**src/rtl/bp_me_mem_cmd_rr_arbiter_if.sv**
```systemverilog
// ---------------------------------------------------------------------------
// bp_me_mem_cmd_rr_arbiter_if
//   Bundle of the requester-side and memory-side handshake signals of the
//   round-robin mem_cmd arbiter.
//   Requester side (num_req_p lanes, flattened, lane r at [r*w +: w]):
//     req_header_i, req_data_i, req_v_i, req_last_i  -> arbiter
//     req_ready_and_o                                <- arbiter
//   Memory side:
//     mem_header_o, mem_data_o, mem_v_o, mem_last_o, mem_src_o <- arbiter
//     mem_ready_and_i                                          -> arbiter
//   modport master : the arbiter
//   modport slave  : the surrounding requesters / memory link
// ---------------------------------------------------------------------------
interface bp_me_mem_cmd_rr_arbiter_if #(
  parameter int num_req_p      = 4,
  parameter int header_width_p = 128,
  parameter int data_width_p   = 64,
  parameter int src_width_lp   = (num_req_p > 1) ? $clog2(num_req_p) : 1
);
  logic [num_req_p*header_width_p-1:0] req_header_i;
  logic [num_req_p*data_width_p-1:0]   req_data_i;
  logic [num_req_p-1:0]                req_v_i;
  logic [num_req_p-1:0]                req_last_i;
  logic [num_req_p-1:0]                req_ready_and_o;

  logic [header_width_p-1:0]           mem_header_o;
  logic [data_width_p-1:0]             mem_data_o;
  logic                                mem_v_o;
  logic                                mem_last_o;
  logic                                mem_ready_and_i;
  logic [src_width_lp-1:0]             mem_src_o;

  modport master (
    input  req_header_i, req_data_i, req_v_i, req_last_i, mem_ready_and_i,
    output req_ready_and_o, mem_header_o, mem_data_o, mem_v_o, mem_last_o, mem_src_o
  );

  modport slave (
    output req_header_i, req_data_i, req_v_i, req_last_i, mem_ready_and_i,
    input  req_ready_and_o, mem_header_o, mem_data_o, mem_v_o, mem_last_o, mem_src_o
  );
endinterface

```
**src/rtl/bp_me_mem_cmd_rr_arbiter.sv**
```systemverilog
// ---------------------------------------------------------------------------
// bp_me_mem_cmd_rr_arbiter
//   Round-robin arbiter sharing one BedRock mem_cmd channel between
//   num_req_p requesters. Multi-beat messages stream through with zero
//   latency; once a requester's first beat is presented (stalled or
//   accepted non-last) the grant is locked to it until its last beat is
//   accepted.
//   Ports:
//     clk_i      clock
//     reset_n_i  synchronous active-low reset
//     bus        handshake bundle (master modport, see the interface file)
//     busy_o     a message is in flight (grant locked)
//     error_o    sticky: some message ran past max_beats_p beats
// ---------------------------------------------------------------------------
module bp_me_mem_cmd_rr_arbiter #(
  parameter int num_req_p      = 4,
  parameter int header_width_p = 128,
  parameter int data_width_p   = 64,
  parameter int max_beats_p    = 8
) (
  input  logic                        clk_i,
  input  logic                        reset_n_i,
  bp_me_mem_cmd_rr_arbiter_if.master  bus,
  output logic                        busy_o,
  output logic                        error_o
);

  localparam int src_w_lp = (num_req_p > 1) ? $clog2(num_req_p) : 1;
  // One extra code so the counter can saturate past max_beats_p-1.
  localparam int cnt_w_lp = $clog2(max_beats_p + 1);

  typedef enum logic {IDLE = 1'b0, LOCK = 1'b1} state_e;

  state_e                                   state_q, state_n;
  logic [src_w_lp-1:0]                      rr_ptr_q, rr_ptr_n;
  logic [src_w_lp-1:0]                      owner_q, owner_n;
  logic [cnt_w_lp-1:0]                      beat_cnt_q, beat_cnt_n;
  logic                                     error_q, error_n;

  logic [src_w_lp-1:0]                      pick_idx, grant;
  logic                                     pick_v, v_raw, xfer, last;
  logic [num_req_p-1:0]                     ready_vec;
  logic [num_req_p-1:0][header_width_p-1:0] hdr;
  logic [num_req_p-1:0][data_width_p-1:0]   dat;

  // Unflatten the per-requester buses.
  for (genvar r = 0; r < num_req_p; r++) begin : g_lane
    assign hdr[r] = bus.req_header_i[r*header_width_p +: header_width_p];
    assign dat[r] = bus.req_data_i[r*data_width_p +: data_width_p];
  end

  // Round-robin scan starting at rr_ptr, wrapping at num_req_p-1 -> 0.
  // Explicit wrap instead of power-of-2 masking so any num_req_p works.
  always_comb begin
    int idx;
    pick_v   = 1'b0;
    pick_idx = rr_ptr_q;
    idx      = 0;
    for (int i = 0; i < num_req_p; i++) begin
      idx = int'(rr_ptr_q) + i;
      if (idx >= num_req_p) idx = idx - num_req_p;
      if (!pick_v && bus.req_v_i[src_w_lp'(idx)]) begin
        pick_v   = 1'b1;
        pick_idx = src_w_lp'(idx);
      end
    end
  end

  // In LOCK the owner keeps the channel even while it has no beat ready.
  assign grant = (state_q == LOCK) ? owner_q : pick_idx;
  assign v_raw = (state_q == LOCK) ? bus.req_v_i[owner_q] : pick_v;
  assign last  = bus.req_last_i[grant];
  assign xfer  = bus.mem_v_o & bus.mem_ready_and_i;

  always_comb begin
    ready_vec = '0;
    for (int r = 0; r < num_req_p; r++) begin
      ready_vec[r] = reset_n_i & bus.mem_ready_and_i & (grant == src_w_lp'(r));
    end
  end

  assign bus.req_ready_and_o = ready_vec;
  assign bus.mem_header_o    = hdr[grant];
  assign bus.mem_data_o      = dat[grant];
  assign bus.mem_last_o      = last;
  assign bus.mem_v_o         = reset_n_i & v_raw;
  assign bus.mem_src_o       = grant;
  assign busy_o              = reset_n_i & (state_q == LOCK);
  assign error_o             = error_q;

  always_comb begin
    state_n    = state_q;
    owner_n    = owner_q;
    rr_ptr_n   = rr_ptr_q;
    beat_cnt_n = beat_cnt_q;
    error_n    = error_q;

    unique case (state_q)
      // Lock on a stalled first beat or an accepted non-last beat; an
      // accepted single-beat message never leaves IDLE.
      IDLE: if (bus.mem_v_o && !(bus.mem_ready_and_i && last)) begin
        state_n = LOCK;
        owner_n = grant;
      end
      LOCK: if (xfer && last) state_n = IDLE;
      default: state_n = IDLE;
    endcase

    if (xfer) begin
      if (last) begin
        beat_cnt_n = '0;
        rr_ptr_n   = (grant == src_w_lp'(num_req_p-1)) ? '0 : grant + src_w_lp'(1);
      end else begin
        if (beat_cnt_q == cnt_w_lp'(max_beats_p-1)) error_n = 1'b1;
        if (beat_cnt_q != cnt_w_lp'(max_beats_p))   beat_cnt_n = beat_cnt_q + cnt_w_lp'(1);
      end
    end
  end

  always_ff @(posedge clk_i) begin
    if (!reset_n_i) begin
      state_q    <= IDLE;
      rr_ptr_q   <= '0;
      owner_q    <= '0;
      beat_cnt_q <= '0;
      error_q    <= 1'b0;
    end else begin
      state_q    <= state_n;
      rr_ptr_q   <= rr_ptr_n;
      owner_q    <= owner_n;
      beat_cnt_q <= beat_cnt_n;
      error_q    <= error_n;
    end
  end

endmodule

```
**src/flat_wrapper.sv**
```systemverilog
// flat-port wrapper written by rule: the top's interface ports become plain ports
module bp_me_mem_cmd_rr_arbiter_flat 
#(
  parameter int num_req_p      = 4,
  parameter int header_width_p = 128,
  parameter int data_width_p   = 64,
  parameter int max_beats_p    = 8
)
  (clk_i, reset_n_i, busy_o, error_o, bus_req_header_i, bus_req_data_i, bus_req_v_i, bus_req_last_i, bus_mem_ready_and_i, bus_req_ready_and_o, bus_mem_header_o, bus_mem_data_o, bus_mem_v_o, bus_mem_last_o, bus_mem_src_o);
  bp_me_mem_cmd_rr_arbiter_if #(.num_req_p(num_req_p), .header_width_p(header_width_p), .data_width_p(data_width_p)) bus_i ();
  input  logic clk_i;
  input  logic reset_n_i;
  output logic busy_o;
  output logic error_o;
  input wire logic [$bits(bus_i.req_header_i)-1:0] bus_req_header_i;
  input wire logic [$bits(bus_i.req_data_i)-1:0] bus_req_data_i;
  input wire logic [$bits(bus_i.req_v_i)-1:0] bus_req_v_i;
  input wire logic [$bits(bus_i.req_last_i)-1:0] bus_req_last_i;
  input wire logic [$bits(bus_i.mem_ready_and_i)-1:0] bus_mem_ready_and_i;
  output wire logic [$bits(bus_i.req_ready_and_o)-1:0] bus_req_ready_and_o;
  output wire logic [$bits(bus_i.mem_header_o)-1:0] bus_mem_header_o;
  output wire logic [$bits(bus_i.mem_data_o)-1:0] bus_mem_data_o;
  output wire logic [$bits(bus_i.mem_v_o)-1:0] bus_mem_v_o;
  output wire logic [$bits(bus_i.mem_last_o)-1:0] bus_mem_last_o;
  output wire logic [$bits(bus_i.mem_src_o)-1:0] bus_mem_src_o;
  assign bus_i.req_header_i = bus_req_header_i;
  assign bus_i.req_data_i = bus_req_data_i;
  assign bus_i.req_v_i = bus_req_v_i;
  assign bus_i.req_last_i = bus_req_last_i;
  assign bus_i.mem_ready_and_i = bus_mem_ready_and_i;
  assign bus_req_ready_and_o = bus_i.req_ready_and_o;
  assign bus_mem_header_o = bus_i.mem_header_o;
  assign bus_mem_data_o = bus_i.mem_data_o;
  assign bus_mem_v_o = bus_i.mem_v_o;
  assign bus_mem_last_o = bus_i.mem_last_o;
  assign bus_mem_src_o = bus_i.mem_src_o;
  bp_me_mem_cmd_rr_arbiter #(.num_req_p(num_req_p), .header_width_p(header_width_p), .data_width_p(data_width_p), .max_beats_p(max_beats_p)) u_core (.clk_i(clk_i), .reset_n_i(reset_n_i), .bus(bus_i), .busy_o(busy_o), .error_o(error_o));
endmodule
```
**config.mk**
```make
export PLATFORM = sky130hd
export DESIGN_NAME = bp_me_mem_cmd_rr_arbiter_flat
export DESIGN_NICKNAME = d
export VERILOG_FILES = /design/src/rtl/bp_me_mem_cmd_rr_arbiter_if.sv /design/src/rtl/bp_me_mem_cmd_rr_arbiter.sv /design/src/flat_wrapper.sv
export SDC_FILE = /design/constraint.sdc
export NUM_CORES = 1
export LEC_CHECK = 0
export ABC_AREA = 1
export CORE_AREA = 2 2 378 380
export DETAILED_ROUTE_END_ITERATION = 16
export DIE_AREA = 0 0 380 382
export GPL_ROUTABILITY_DRIVEN = 0
export HOLD_SLACK_MARGIN = 0.06
export PLACE_DENSITY = 0.3
export SYNTH_ARGS = -nofsm -noshare
export SYNTH_HDL_FRONTEND = slang
export SYNTH_SLANG_ARGS = --single-unit
```
**constraint.sdc**
```tcl
create_clock -name clk_i -period 6.2 [get_ports clk_i]
set_input_delay 1.86 -clock clk_i [delete_from_list [all_inputs] [get_ports clk_i]]
set_output_delay 1.86 -clock clk_i [all_outputs]
set_load 0.02 [all_outputs]
```
==> impl_metrics.tcl <==
set metrics [dict create \
    clockRootBuffer "clkbuf_16" \
    syn_inst 1271 \
    dieHeight_um 382 \
    syn-num-nets 2056 \
    cts_tree "done" \
    cts.sinks 10 \
    grt_pass1_vias 14940 \
    setup_violations 0 \
    p_clk_share_pct 0.6 \
    cp-end-kind "output port" \
    rows 138 \
    required_ns 4.34 \
    area_growth_syn_to_layout_pct 233.3 \
    place_inst 4252 \
    htree_levels 1 \
    power_mw 18.99 \
    power.internal_mw 8.744 \
    period_needed_ns 6.072 \
    drt-vias-per-instance 3.323 \
    critPathKind "in -> out" \
    synth.top_cells.by_area "a21oi_1 (30%), nand2_1 (25%), a22oi_1 (22%), buf_2 (7.7%), dfxtp_1 (3.1%)" \
    cts_buffers 3 \
    avgSynthCellArea_sq_um 5.161 \
    fmax_ghz 0.1647 \
    seq_area_frac_synth_pct 3.052 \
    core_area_sq_um 140900 \
    drive_gt1_share_pct 19.92 \
    hold_slack_ns 0.4556 \
    dieArea_sq_um 145200 \
    cp-start-kind "input pin" \
    synth_seq_cells 10 \
    finalClockSkew_ns 0.001946 \
    drv_cap 0 \
    port_buffers 980 \
    drc 0 \
    wl_um 110300 \
    hp-class "reg -> reg" \
    hold_viol 0 \
    finalMaxSlewViolations 0 \
    period_share_pct 97.93 \
    swShare_pct 53.95 \
    dp_hpwl_um 97700 \
    track_usage_pct 14.36 \
    drtAntennaViolNets 0 \
    dr_total_vias 14250 \
    ir_drop_uv 263.5 \
    p_comb_share_pct 98.8 \
    cts.path.max_buffers 2 \
    dr.pass1.iters 5 \
    ioPinCount 981 \
    utilization_pct 15.52 \
    nets 3177 \
    start_util_pct 4.656 \
    yosys_warnings 0 \
    drt_iter0_drc 769 \
    fillers 16360 \
    final_cells 4287 \
    antenna_found_initial 60 \
    clk_pin_slew_ns 0.04 \
    cp_max_fo 6 \
    die_w_um 380 \
    routedWlPerCell_um 25.72 \
    yosys.area.top_type "a21oi_1" \
    tightest_slew_ns 0.5376 \
    power.density_nw_per_um2 868.5 \
    grt_pass1_wl_um 141800 \
    switchingPower_mw 10.24 \
    slew_headroom_pct 63.88 \
    status "completed" \
    clock_latency_ns 0.23 \
    gr-total-overflow 0 \
    grt_max_degree 46 \
    synth_top_area_share_pct 29.60 \
    synth_cell_types 30 \
    syn_area_sq_um 6560 \
    grt_setup_unrepaired "true" \
    worstPathArrival_ns 4.21 \
    seqPwrFrac_pct 0.6 \
    leakage_nw 8.806 \
]
## per-stage QoR
step           setup slack, ns  area, sq um     TNS, ns
2_1_floorplan           0.6080         6560           0
3_3_place_gp           -0.9018        20970      -97.98
3_5_place_dp           -0.8471        20970      -80.79
4_1_cts             -0.0006581        21570  -0.0006581
5_1_grt               -0.04855        21860    -0.05229
6_report                0.1285        21860           0
## kinds of logic after synthesis
family | after synthesis | share of synthesized area (%)
AO/OA/AOI/OAI | 585 | 52.16
flip-flops | 10 | 3.052
adder cells (fa/ha/maj) | 6 | 1.144
AND/OR/NAND/NOR | 506 | 30.94
buffers and inverters | 163 | 12.57
XOR/XNOR | 1 | 0.1335
## critical path, stage by stage
cell and delay [ns]:
buf_4 0.13, inv_2 0.05, nand2_1 0.05, nand3_2 0.10
nand2_4 0.07, nor2_8 0.13, nand3_1 0.08, nand2_1 0.09
nand2_1 0.06, nand2_2 0.12, a21oi_4 0.07, buf_12 0.15
buf_12 0.12, bufbuf_16 0.27, buf_4 0.15, a21oi_1 0.29
a22oi_1 0.19, clkbuf_2 0.20
## flip-flops by register name (all words and copies together), names as in the netlist
| name | cells |
|---|---|
| u_core.beat_cnt_q | 4 |
| u_core.owner_q | 2 |
| u_core.rr_ptr_q | 2 |
| u_core.error_o | 1 |
| u_core.state_q | 1 |
## synth_stat cells (all sizes together)
cell,count
nor3,1
nand2,458
nand4,5
a22oi,192
buf,118
nand3,18
dfxtp,10
clkbuf,12
o21ai,3
nand3b,2
nor4,1
xor2,1
nor2,21
inv,33
ha,6
a21oi,389
o211ai,1
## cell usage in the layout (no fill, tap or decap), types with 2 or more instances in the layout
master,n
clkdlybuf4s50_1,782
inv_2,5
nand2_1,433
buf_12,110
buf_4,240
nand4_1,5
nand3b_1,2
inv_1,26
a21oi_2,7
nor2_1,20
clkbuf_2,11
a22oi_2,33
a21oi_4,3
nand3_1,14
dfxtp_1,10
o21ai_0,2
diode_2,7
ha_1,6
buf_16,7
buf_8,6
a22oi_1,159
nand3_2,4
clkbuf_16,4
nand2_2,15
clkdlybuf4s15_1,8
nand2_4,8
dlymetal6s2s_1,13
bufbuf_16,6
nand2_8,3
a21oi_1,379
buf_6,9
dlygate4sd2_1,51
## metal layers
metal  vias to the layer above  GRT usage (%)  share of wire [%]
met2                       676          25.64                 50
met1                      6695          16.92                 40
li1                       6734              -                  -
met5                         -              0               0.20
met4                        34          1.249               0.92
met3                       108          5.183                9.3
## power by group through the flow
stage	registers [mW]	logic, mW	clock network [mW]
finish	0.111	18.8	0.113
global placement	0.111	18.5	0
CTS	0.109	19.1	0.116
global route	0.115	20.2	0.120
detailed placement	0.109	18.4	0
floorplan	0.0901	6.84	0
## path summary, 6_finish.rpt
check	startpoint	to	slack [ns]	cells after the start
worst max-delay path	bus_req_v_i[3]	bus_mem_data_o[7]	0.13	18
worst min-delay path	u_core.error_o	u_core.error_o	0.46	2
worst max register to register	u_core.rr_ptr_q[0]	u_core.beat_cnt_q[0]	3.16	23
worst min register to register	u_core.error_o	u_core.error_o	0.46	2
## area by class of cell
cell class / count / area (sq um) / share of cell area (%)
Antenna cell: 7 / 17.52 / 0.08012
Timing Repair Buffer: 1245 / 13190 / 60.31
Sequential cell: 10 / 200.2 / 0.9157
Multi-Input combinational cell: 1099 / 5867 / 26.84
Tap cell: 1890 / 2365 / 10.82
Inverter: 33 / 152.6 / 0.6982
Clock buffer: 3 / 75.07 / 0.3434
## what timing repair did
| action | 4_1_cts | 5_1_grt |
|---|---|---|
| setup endpoints to repair | 199 | 112 |
| pin swaps | 19 | 17 |
| hold buffers | 0 | 0 |
| setup buffers | 13 | 4 |
| gates resized for setup | 145 | 102 |
| cloned | 9 | 1 |
Note: power is estimated with default switching activity, not from simulation.
